[src/rtl/sha1_pkg.sv]
// rtl/sha1_pkg.sv - shared constants for the SHA-1 match collector
package sha1_pkg;

  localparam int DIGEST_W = 160;

  localparam logic [1:0] ST_IDLE  = 2'd0;
  localparam logic [1:0] ST_RUN   = 2'd1;
  localparam logic [1:0] ST_DRAIN = 2'd2;
  localparam logic [1:0] ST_DONE  = 2'd3;

endpackage

[src/rtl/sha1_hit_fifo.sv]
// rtl/sha1_hit_fifo.sv - synchronous hit FIFO with flush and next-empty lookahead
module sha1_hit_fifo #(
  parameter int WIDTH = 176,
  parameter int DEPTH = 4
) (
  input  logic             clk,
  input  logic             rst_n,
  input  logic             flush,
  input  logic             push,
  input  logic [WIDTH-1:0] wdata,
  input  logic             pop,
  output logic [WIDTH-1:0] rdata,
  output logic             full,
  output logic             empty,
  output logic             will_empty
);

  localparam int AW = $clog2(DEPTH);

  logic [WIDTH-1:0] mem [DEPTH];
  logic [AW:0]      wr_ptr;
  logic [AW:0]      rd_ptr;
  logic [AW:0]      level;
  logic [AW:0]      level_nxt;
  logic             do_push;
  logic             do_pop;

  // Extra pointer bit separates full from empty when the index bits are equal.
  assign empty = (wr_ptr == rd_ptr);
  assign full  = (wr_ptr[AW] != rd_ptr[AW]) && (wr_ptr[AW-1:0] == rd_ptr[AW-1:0]);

  assign do_pop  = pop && !empty;
  assign do_push = push && (!full || do_pop);

  assign level      = wr_ptr - rd_ptr;
  assign level_nxt  = level + (AW+1)'(do_push) - (AW+1)'(do_pop);
  assign will_empty = flush || (level_nxt == '0);

  assign rdata = mem[rd_ptr[AW-1:0]];

  always_ff @(posedge clk or negedge rst_n) begin
    if (!rst_n) begin
      wr_ptr <= '0;
      rd_ptr <= '0;
      for (int i = 0; i < DEPTH; i++) begin
        mem[i] <= '0;
      end
    end else if (flush) begin
      wr_ptr <= '0;
      rd_ptr <= '0;
    end else begin
      if (do_push) begin
        mem[wr_ptr[AW-1:0]] <= wdata;
        wr_ptr              <= wr_ptr + 1'b1;
      end
      if (do_pop) begin
        rd_ptr <= rd_ptr + 1'b1;
      end
    end
  end

endmodule

[src/rtl/sha1_match_collector.sv]
// rtl/sha1_match_collector.sv - counts guesser hashes/matches and queues hits for a consumer
module sha1_match_collector
  import sha1_pkg::*;
#(
  parameter int NONCE_SIZE = 16,
  parameter int DEPTH      = 4,
  parameter int CNT_W      = 32
) (
  input  logic                  clk,
  input  logic                  rst_n,
  input  logic                  start,
  input  logic                  hash_in,
  input  logic                  match_in,
  input  logic                  done_in,
  input  logic [NONCE_SIZE-1:0] nonce_in,
  input  logic [DIGEST_W-1:0]   digest_in,
  output logic                  out_valid,
  input  logic                  out_ready,
  output logic [NONCE_SIZE-1:0] out_nonce,
  output logic [DIGEST_W-1:0]   out_digest,
  output logic [CNT_W-1:0]      hash_count,
  output logic [CNT_W-1:0]      match_count,
  output logic                  overflow,
  output logic                  busy,
  output logic                  sweep_done
);

  localparam int WIDTH = NONCE_SIZE + DIGEST_W;

  logic [1:0]       state;
  logic             active;
  logic             hash_v;
  logic             match_v;
  logic             fifo_full;
  logic             fifo_empty;
  logic             fifo_will_empty;
  logic [WIDTH-1:0] fifo_rdata;

  // A start cycle restarts the sweep, so events arriving with it are discarded.
  assign active  = ((state == ST_RUN) || (state == ST_DRAIN)) && !start;
  assign hash_v  = hash_in && active;
  assign match_v = match_in && active;

  sha1_hit_fifo #(
    .WIDTH(WIDTH),
    .DEPTH(DEPTH)
  ) u_fifo (
    .clk        (clk),
    .rst_n      (rst_n),
    .flush      (start),
    .push       (match_v),
    .wdata      ({nonce_in, digest_in}),
    .pop        (out_ready),
    .rdata      (fifo_rdata),
    .full       (fifo_full),
    .empty      (fifo_empty),
    .will_empty (fifo_will_empty)
  );

  assign out_valid  = !fifo_empty;
  assign out_nonce  = fifo_rdata[WIDTH-1:DIGEST_W];
  assign out_digest = fifo_rdata[DIGEST_W-1:0];
  assign busy       = (state == ST_RUN) || (state == ST_DRAIN);
  assign sweep_done = (state == ST_DONE);

  always_ff @(posedge clk or negedge rst_n) begin
    if (!rst_n) begin
      state       <= ST_IDLE;
      hash_count  <= '0;
      match_count <= '0;
      overflow    <= 1'b0;
    end else if (start) begin
      state       <= ST_RUN;
      hash_count  <= '0;
      match_count <= '0;
      overflow    <= 1'b0;
    end else begin
      if (hash_v && (hash_count != {CNT_W{1'b1}})) begin
        hash_count <= hash_count + CNT_W'(1);
      end
      if (match_v && (match_count != {CNT_W{1'b1}})) begin
        match_count <= match_count + CNT_W'(1);
      end
      // A same-cycle pop frees the slot, so a full FIFO only drops without one.
      if (match_v && fifo_full && !(out_valid && out_ready)) begin
        overflow <= 1'b1;
      end
      case (state)
        ST_RUN:   if (done_in) state <= ST_DRAIN;
        ST_DRAIN: if (fifo_will_empty) state <= ST_DONE;
        default:  state <= state;
      endcase
    end
  end

endmodule

[config.mk]
export PLATFORM = sky130hd
export DESIGN_NAME = sha1_match_collector
export DESIGN_NICKNAME = d
export VERILOG_FILES = /design/src/rtl/sha1_pkg.sv /design/src/rtl/sha1_hit_fifo.sv /design/src/rtl/sha1_match_collector.sv
export SDC_FILE = /design/constraint.sdc
export NUM_CORES = 1
export LEC_CHECK = 0
export BUFFER_PORTS_ARGS = -buffer_cell sky130_fd_sc_hd__buf_2
export CORE_ASPECT_RATIO = 0.7
export CORE_MARGIN = 2
export CORE_UTILIZATION = 58
export DETAILED_ROUTE_END_ITERATION = 10
export HOLD_SLACK_MARGIN = 0.08
export PLACE_DENSITY = 0.76
export SLEW_MARGIN = 20
export SYNTH_ARGS = -nofsm -noshare
export SYNTH_HDL_FRONTEND = slang
export SYNTH_HIERARCHICAL = 1
export SYNTH_SLANG_ARGS = --single-unit
export TNS_END_PERCENT = 30
[constraint.sdc]
create_clock -name clk -period 3.9 [get_ports clk]
set_input_delay 0.78 -clock clk [delete_from_list [all_inputs] [get_ports clk]]
set_output_delay 0.78 -clock clk [all_outputs]
set_load 0.03 [all_outputs]
Word-level counts from Yosys, hierarchy flattened
Index checks and enable logic that the tools add are counted.

storage, ports and cells
  register bits = 777
  output and inout port bits = 244

cells by class
  add/subtract/negate cells = 7
  order comparisons = 3
  equal/unequal tests = 10
  muxes and demuxes = 20
  bitwise logic cells = 3
  reduce and logical (&&, ||, !) cells = 27

operators with widths
  kind                                                        count
  bitwise mux 704 bit                                         1
  two-way mux 176 bit                                         3
  binary-select mux 176 bit (select 2 bit)                    1
  demux 176 bit (select 2 bit)                                1
  two-way mux 32 bit                                          4
  adder 32 x 1 -> 32 bit, second input constant               2
  != test 32 bit, second input constant                       2
  two-way mux 3 bit                                           4
  logical AND 1 bit                                           11
  nonzero test 2 bit                                          5
  adder 3 x 1 -> 3 bit, second input constant                 2
  >= comparator 3 bit, second input constant                  2
  two-way mux 2 bit                                           3
  != test 3 bit, second input constant                        2
  inverter 2 -> 3 bit                                         2
  equality test 2 bit, second input constant                  2
  logical NOT 1 bit                                           4
  one-hot mux 2 bit (2 select lines)                          1
  adder 3 x 1 -> 3 bit                                        1
  equality test 3 bit                                         1
  logical NOT 3 bit                                           1
  logical OR 1 bit                                            3
  less-than comparator 3 x 1 -> 1 bit, second input constant  1
  AND reduction 3 bit                                         1
  9 further kinds                                             10

Longest topological paths before layout
Gate-level depths: netlist of the first run.

  word-level depth = 12
  depth in mapped cells = 15
  mapped depth without buffers = 14

Hierarchy
The synthesis of the first run kept the hierarchy.

modules (own cells, without submodules)
  module                instances  cells each  area each (um^2)  seq. area each (um^2)
  sha1_hit_fifo         1          1770        30955.9           17767.0
  sha1_match_collector  1          423         3821.2            1676.6

Worst setup path after synthesis of the first run
No wires, ideal clock.

  path kind = input-to-reg
  start point = input out_ready
  end point = register state[1]
  arrival = 3.239 ns
  required time = 3.764 ns
  slack = 0.525 ns
  stages on the path = 14
  path buffers = 1
  cells stage by stage = buf_1 -> o31a_1 -> inv_1 -> fa_1 -> inv_1 -> fa_1 -> inv_1 -> ha_1 -> xnor2_1 -> xnor2_1 -> a21o_1 -> nand2b_1 -> o211ai_1 -> a21oi_1

on the way
  cells in the longest elaborated chain, start to end = 9

RTL lines
  item                             line                        source
  start: declaration               sha1_match_collector.sv:18  input logic out_ready,
  logical AND 1 bit *              sha1_hit_fifo.sv:32         assign do_pop = pop && !empty;
  logical OR 1 bit                 sha1_hit_fifo.sv:33         assign do_push = push && (!full || do_pop);
  logical AND 1 bit                sha1_hit_fifo.sv:33
  adder 3 x 1 -> 3 bit             sha1_hit_fifo.sv:36         assign level_nxt = level + (AW+1)'(do_push) - (AW+1)'(do_pop);
  subtractor 3 x 1 -> 3 bit *      sha1_hit_fifo.sv:36
  logical NOT 3 bit *              sha1_hit_fifo.sv:37         assign will_empty = flush || (level_nxt == '0);
  logical OR 1 bit *               sha1_hit_fifo.sv:37
  named net fifo_will_empty        sha1_match_collector.sv:36  logic fifo_will_empty;
  != test 3 bit (no line) *        --
  AND reduction 3 bit (no line) *  --
  end signal: assignment           sha1_match_collector.sv:91  default: state <= state;
  end: declaration                 sha1_match_collector.sv:30  logic [1:0] state;

The timed path passes the listed nets; every way through them passes the cells marked *.
A chain may end at the register's enable or synchronous reset.

Worst setup path after layout of the first run
  start point = register u_fifo.rd_ptr[1]
  end point = output out_digest[32]

on the way
  cells in the longest elaborated chain, start to end = 4

RTL lines
  item                                                     line                        source
  start: declaration                                       sha1_hit_fifo.sv:22         logic [AW:0] rd_ptr;
  start signal: assignment                                 sha1_hit_fifo.sv:57         rd_ptr <= rd_ptr + 1'b1;
  inverter 2 -> 3 bit (implied by the code)                sha1_hit_fifo.sv:39         assign rdata = mem[rd_ptr[AW-1:0]];
  binary-select mux 176 bit (select 2 bit)                 sha1_hit_fifo.sv:39
  two-way mux 176 bit (implied by the code) (2 in series)  sha1_hit_fifo.sv:39
  end: declaration                                         sha1_match_collector.sv:20  output logic [DIGEST_W-1:0] out_digest,

Every way passes these cells. The select of a mux whose other input is x is not followed.

==> flow_summary.yaml, run 1 <==
outcome:
  status: "finished, final reports clean"
finish:
  area_delta_synth_final_pct: 15.5
  fin_area_mm2: 0.0402
  final-instance-count-excl-fill: 3470
  nets: 2789
  final_core_util_pct: 67.4
  fillCellCount: 4075
  final_layout_size_suffix_gt1_share_pct: 50.3
synthesis:
  synth_area_per_cell_um2: 15.9
  number_of_enable_type_register_cells_in_the_synthesized_netlist: 0
  synthCells: 2193
  synth_top_area_share_pct: 55.9
  synth_top_area_cell: "sky130_fd_sc_hd__dfrtp_1"
  synth_top_cells_by_area: "sky130_fd_sc_hd__dfrtp_1 56%, sky130_fd_sc_hd__mux2_2 18%, sky130_fd_sc_hd__mux4_2 11%"
  yosys-top-cells-count: "777 x sky130_fd_sc_hd__dfrtp_1, 562 x sky130_fd_sc_hd__mux2_2, 176 x sky130_fd_sc_hd__mux4_2"
  syn-num-nets: 2390
  yosys.cell_count.top_type: "sky130_fd_sc_hd__dfrtp_1"
  ys_types: 57
  fraction_of_synthesis_flops_using_an_asynchronous_set_or_reset_pin_pct: 100
  synth_seq_area_share_pct: 55.9
  ys_ff_latch: 777
  synth_warnings: 6
  synth_top_flop_cell: "sky130_fd_sc_hd__dfrtp_1"
  syn-cell-area_mm2: 0.0348
detailed_routing:
  drt_wl_total_mm: 78.6
  detail_route.vias_per_cell: 5.97
  overall_via_count_from_detail_route: 20700
  route.detailed.drc: 0
  drt_pass1_iterations: 5
  final_antenna_net_count: 0
  routed_wire_length_per_instance_um: 22.7
  drt_iter0_drc: 1293
pwr:
  vdd_ir_drop_max_mv: 0.596
  share_comb_of_total_power_pct: 33.3
  cellLeakagePower_uw: 0.0192
  clkPwrFrac_pct: 26.9
  power-per-cell-area_mw_per_mm2: 679
  swShare_pct: 33.4
  share_seq_of_total_power_pct: 39.8
  power_report.internal_total_uw: 18200
  power.switching_uw: 9110
critical_path:
  crit_path_frequent_cell: "sky130_fd_sc_hd__buf_4"
  path_max_fanout: 62
  cp_cell_sequence: "buf_4, buf_4, mux4_2, buf_2"
  critPathLaunchType: "register"
  rrSetupSlack_ns: 0.58
  cp_data_required_time_ns: 3.12
  critical_path.reg2reg.startpoint: "u_fifo/rd_ptr[1]"
  worstPathArrival_ns: 3.00
  timing.critical_path.to_type: "output pin"
  ff2ff_path_depth: 14
  cpPeakStageDelay_ns: 0.84
  criticalPathCategory: "register to output pin"
  timing.critical_path.slowest_stage_cell: "sky130_fd_sc_hd__buf_4"
  worst_r2r_endpoint: "state[1]"
cts:
  cts.root.buffer_cell: "sky130_fd_sc_hd__clkbuf_16"
  ctsHtreeMaxLevel: 3
  cts_sinks: 777
  clk_pin_slew_worst_paths_ns: 0.06
  post-cts-setup-buffer-count: 0
  numCtsBuffers: 73
  cts_max_path_buffers: 3
  clock_latency_at_the_later_pin_of_the_worst_skew_pair_ns: 0.60
  cts_hold_buf: 0
  clock_tree_from_tritoncts: "built"
placed_design:
  place.detailed.instances: 3325
  dp_slack_ns: 0.526
  place_hpwl_mm: 49.9
  placed_cell_area_mm2: 0.0376
  routabilityCongestion: 0.866
  place.port_buffers: 426
die:
  die_w_um: 297
  fp.coreArea_mm2: 0.0596
  floorplan.die_area_mm2: 0.0620
  initial_utilization_pct: 58.4
  fp-row-count: 75
  floorplan.die.height_um: 209
  pin_count: 427
timing:
  timing_worst_slew_pin_value_ns: 1.04
  final_hold_viol_count: 0
  setup_viol: 0
  final_critical_path_setup_slack_ns: 0.115
  max_freq_ghz: 0.264
  rsz0062_at_grt: "false"
  post-route-min-period_ns: 3.78
  slew-limit-headroom_pct: 30.9
  finalCritPeriodShare_pct: 97.0
  final_max_slew_viol_count: 0
  finalClockSkew_ns: 0.0155
  timing.setup.tns_ns: 0
global_routing:
  grt_antenna_before_repair: 20
  grt_start_max_net_pins: 153
  gr-usage-all-layers_pct: 26.0
  globalRouteOverflowTotal: 0
  number_of_global_route_vias_before_repair: 22800
  grt_first_pass_wirelength_mm: 126
min_path:
  hold_class: "input pin to asynchronous set/reset pin"
flow_run:
  max_cap_violations: 0
==> registers in the layout, summed over array words and instances, names as in the netlist <==
signal,count
hash_count,32
match_count,32
overflow,1
state,2
u_fifo/mem,704
u_fifo/rd_ptr,3
u_fifo/wr_ptr,3
==> placed cells by master, fill, tap and decap left out, types with 7 or more instances in the layout <==
| cell type | count |
|---|---|
| sky130_fd_sc_hd__a21oi_1 | 51 |
| sky130_fd_sc_hd__and3_1 | 14 |
| sky130_fd_sc_hd__and4_1 | 9 |
| sky130_fd_sc_hd__buf_12 | 18 |
| sky130_fd_sc_hd__buf_2 | 425 |
| sky130_fd_sc_hd__buf_4 | 22 |
| sky130_fd_sc_hd__clkbuf_1 | 19 |
| sky130_fd_sc_hd__clkbuf_16 | 77 |
| sky130_fd_sc_hd__clkbuf_8 | 18 |
| sky130_fd_sc_hd__clkinv_2 | 7 |
| sky130_fd_sc_hd__dfrtp_1 | 775 |
| sky130_fd_sc_hd__diode_2 | 14 |
| sky130_fd_sc_hd__ha_1 | 12 |
| sky130_fd_sc_hd__inv_1 | 18 |
| sky130_fd_sc_hd__mux2_1 | 148 |
| sky130_fd_sc_hd__mux2_2 | 562 |
| sky130_fd_sc_hd__mux4_2 | 176 |
| sky130_fd_sc_hd__nand2_1 | 29 |
| sky130_fd_sc_hd__nand2b_1 | 8 |
| sky130_fd_sc_hd__nand3_1 | 27 |
| sky130_fd_sc_hd__nand4_1 | 22 |
| sky130_fd_sc_hd__nor2_1 | 21 |
| sky130_fd_sc_hd__nor4_1 | 9 |
| sky130_fd_sc_hd__o21ai_0 | 23 |
| sky130_fd_sc_hd__o31ai_1 | 26 |
| sky130_fd_sc_hd__or3_1 | 20 |
| sky130_fd_sc_hd__or4_1 | 27 |
| sky130_fd_sc_hd__xnor2_1 | 7 |
==> power by group through the flow <==
stage | registers (uW) | logic (uW) | clock network, uW
after floorplan | 10600 | 6720 | 0
after global placement | 10800 | 8960 | 0
after detailed placement | 11000 | 9160 | 0
after CTS | 10800 | 9200 | 7520
after global routing | 11000 | 9620 | 7840
final | 10800 | 9090 | 7340
==> through the flow <==
step                hold slack, ns  total power (uW)
floorplan                    0.459             17300
finish                       0.201             27300
global placement             0.468             19700
detailed placement           0.476             20100
global route                 0.216             28500
CTS                          0.209             27600
==> critical path, delay by kind of cell, from the launching register on <==
family | cells | cell delay, ns
mux | 1 | 0.45
buf+inv | 3 | 1.46
flops | 1 | 0.42
==> timing repair <==
item                                   CTS  global route
setup endpoints to repair                0             3
endpoints found under the hold margin    0             0
resized for setup                        0             1
==> final cells by class <==
class	instances	area, um2	share of cell area (%)
timing repair buffer	467	2680	6.67
clock inverter	17	249	0.620
inverter	18	67.6	0.168
clock buffer	114	2250	5.59
antenna	14	35.0	0.0872
multi-input combinational	1255	14400	35.9
sequential	777	19500	48.4
tap	808	1010	2.52
==> metal layers <==
layer  part of all wire [%]  GRT usage [%]  vias up
met5                   0.14              0        -
met4                    1.9           7.42       16
met3                    5.9           5.79      109
met2                     50           42.6      497
met1                     42           35.2    11000
li1                       -              -     9101
==> cells by family after synthesis <==
| group | Yosys count | synth area share, % |
|---|---|---|
| XOR/XNOR | 13 | 0.392 |
| multiplexers | 889 | 34.5 |
| buffers and inverters | 161 | 2.56 |
| AND/OR/NAND/NOR | 210 | 3.60 |
| adder cells (fa/ha/maj) | 14 | 0.547 |
| AO/OA/AOI/OAI | 129 | 2.51 |
| flip-flops | 777 | 55.9 |
==> worst max path at each step <==
| stage | from | end | slack [ns] |
|---|---|---|---|
| 3_3_place_gp | out_ready | state[1] | 0.53 |
| 3_5_place_dp | out_ready | state[1] | 0.53 |
| 6_report | u_fifo/rd_ptr[1] | out_digest[32] | 0.12 |
| 4_1_cts | u_fifo/rd_ptr[1] | out_digest[9] | 0.05 |
| 5_1_grt | u_fifo/rd_ptr[1] | out_digest[9] | 0.006 |
| 2_1_floorplan | out_ready | state[1] | 0.52 |
(Power assumes the default switching activity.)
==> inputs of run 2 (changes only) <==
--- a/config.mk
+++ b/config.mk
@@ -11,7 +11,7 @@
 export CORE_UTILIZATION = 58
 export DETAILED_ROUTE_END_ITERATION = 10
 export HOLD_SLACK_MARGIN = 0.08
-export PLACE_DENSITY = 0.76
+export PLACE_DENSITY_LB_ADDON = 0.1
 export SLEW_MARGIN = 20
 export SYNTH_ARGS = -nofsm -noshare
 export SYNTH_HDL_FRONTEND = slang
==> run 2 against run 1 <==
Final cell count fell by 0.46%. Count of clock-buffer cells in the layout fell by 5. Cell area barely moved.
==> flow_summary.yaml, run 2 (synthesis results as in run 1) <==
finish:
  area_taken_by_multi_input_logic_gates_mm2: 0.0144
  seq_area_mm2: 0.0195
  reg.largest.list: "u_fifo/mem: 704 flops, hash_count: 32 flops, match_count: 32 flops"
  nets: 2788
  largest_register_ffs: 704
  final_cell_mix: "775 x sky130_fd_sc_hd__dfrtp_1, 562 x sky130_fd_sc_hd__mux2_2, 425 x sky130_fd_sc_hd__buf_2"
  fillCellCount: 4098
  top_register: "u_fifo/mem"
  area_delta_synth_final_pct: 15.5
  layout_commonest_cell: "sky130_fd_sc_hd__dfrtp_1"
  final-instance-count-excl-fill: 3454
  final_layout_size_suffix_gt1_share_pct: 50.2
detailed_routing:
  overall_via_count_from_detail_route: 20600
  detail_route.vias_per_cell: 5.98
  drt_wl_total_mm: 78.8
  routed_wire_length_per_instance_um: 22.8
  drt_iter0_drc: 1188
  final_antenna_net_count: 0
  route.detailed.drc: 0
  drt_pass1_iterations: 5
min_path:
  hold_class: "input pin to asynchronous set/reset pin"
cts:
  clock_latency_at_the_later_pin_of_the_worst_skew_pair_ns: 0.61
  clock_tree_from_tritoncts: "built"
  post-cts-setup-buffer-count: 0
  cts.root.buffer_cell: "sky130_fd_sc_hd__clkbuf_16"
  ctsHtreeMaxLevel: 3
  numCtsBuffers: 75
  cts_hold_buf: 0
  clk_pin_slew_worst_paths_ns: 0.06
  cts_sinks: 777
  cts_max_path_buffers: 3
die:
  initial_utilization_pct: 58.4
  floorplan.die.height_um: 209
  die_w_um: 297
  pin_count: 427
  fp-row-count: 75
  floorplan.die_area_mm2: 0.0620
  fp.coreArea_mm2: 0.0596
placed_design:
  place_hpwl_mm: 49.5
  place.detailed.instances: 3322
  place.port_buffers: 426
  routabilityCongestion: 0.845
  dp_slack_ns: 0.539
timing:
  rsz0062_at_grt: "false"
  slew-limit-headroom_pct: 30.4
  final_hold_viol_count: 0
  fin_hold_ws_ns: 0.245
  max_freq_ghz: 0.262
  final_max_slew_viol_count: 0
  finalCritPeriodShare_pct: 97.7
  setup_viol: 0
  timing.setup.tns_ns: 0
  post-route-min-period_ns: 3.81
  finalClockSkew_ns: 0.0253
  timing_worst_slew_pin_value_ns: 1.04
  final_critical_path_setup_slack_ns: 0.0897
global_routing:
  grt_antenna_before_repair: 16
  gr-usage-all-layers_pct: 25.8
  number_of_global_route_vias_before_repair: 22200
  globalRouteOverflowTotal: 0
  grt_first_pass_wirelength_mm: 125
  grt_start_max_net_pins: 155
flow_run:
  max_cap_violations: 0
pwr:
  vdd_ir_drop_max_mv: 0.438
  power-per-cell-area_mw_per_mm2: 676
  design_power_total_uw: 27200
  cellLeakagePower_uw: 0.0192
critical_path:
  worstPathArrival_ns: 3.03
  timing.critical_path.to_type: "output pin"
  criticalPathCategory: "register to output pin"
  path_max_fanout: 154
  cp_data_required_time_ns: 3.12
  critPathLaunchType: "register"
outcome:
  status: "finished, final reports clean"
run 2: cell count changes in the layout (fill, tap and decap cells not counted), moves of 2 or more:
cell                        change
sky130_fd_sc_hd__buf_12         +4
sky130_fd_sc_hd__buf_4          -7
sky130_fd_sc_hd__clkbuf_1       -4
sky130_fd_sc_hd__clkbuf_16      +2
sky130_fd_sc_hd__clkbuf_8       -3
sky130_fd_sc_hd__clkinv_2       +2
sky130_fd_sc_hd__diode_2        -6
run 2: critical path, stage by stage, from the launching register on:
cell and delay (ns):
sky130_fd_sc_hd__dfrtp_4 0.45, sky130_fd_sc_hd__buf_16 0.67, sky130_fd_sc_hd__buf_4 0.55, sky130_fd_sc_hd__mux4_2 0.39
sky130_fd_sc_hd__buf_2 0.21
run 2: path summary, 6_finish.rpt:
kind / startpoint / to / slack (ns) / depth (start not counted)
max: u_fifo/rd_ptr[1] / out_digest[13] / 0.09 / 4
max reg2reg: u_fifo/wr_ptr[0] / state[1] / 0.72 / 15
max in group asynchronous: rst_n / u_fifo/mem[355] / 2.62 / 2
min in group clk: digest_in[108] / u_fifo/mem[284] / 0.42 / 2
min reg2reg: u_fifo/mem[87] / u_fifo/mem[87] / 0.49 / 1
min: rst_n / u_fifo/mem[145] / 0.24 / 1
run 2: area by class of cell:
class	count	area share [%]
antenna	8	0.0498
clock buffer	109	5.58
clock inverter	15	0.508
inverter	18	0.168
multi-input combinational	1255	36.0
sequential	777	48.4
tap	808	2.52
timing repair buffer	464	6.78
run 2: where the power goes:
group	switching [uW]	leakage, uW	internal, uW
logic	5150	0.00769	3910
registers	918	0.0103	9890
clock network	2990	0.00121	4290
total	9060	0.0192	18100
run 2: what timing repair did:
| item | in CTS | in global routing |
|---|---|---|
| hold endpoints to repair | 0 | 0 |
| resized for setup | 0 | 1 |
| endpoints found under the setup margin | 0 | 1 |
run 2: per-stage QoR:
step | util, % | cell area (um2)
finish | 67.4 | 40200
detailed placement | 63.2 | 37700
global placement | 63.2 | 37700
global route | 67.4 | 40200
CTS | 67.3 | 40100
floorplan | - | 34800
run 2: per-layer routing:
metal	vias to the layer above	share of wire, %	GRT usage, %
met2	479	48	41.4
met5	-	0.13	0
li1	9091	-	-
met4	16	2.4	7.49
met3	131	6.0	6.16
met1	10900	43	35.4
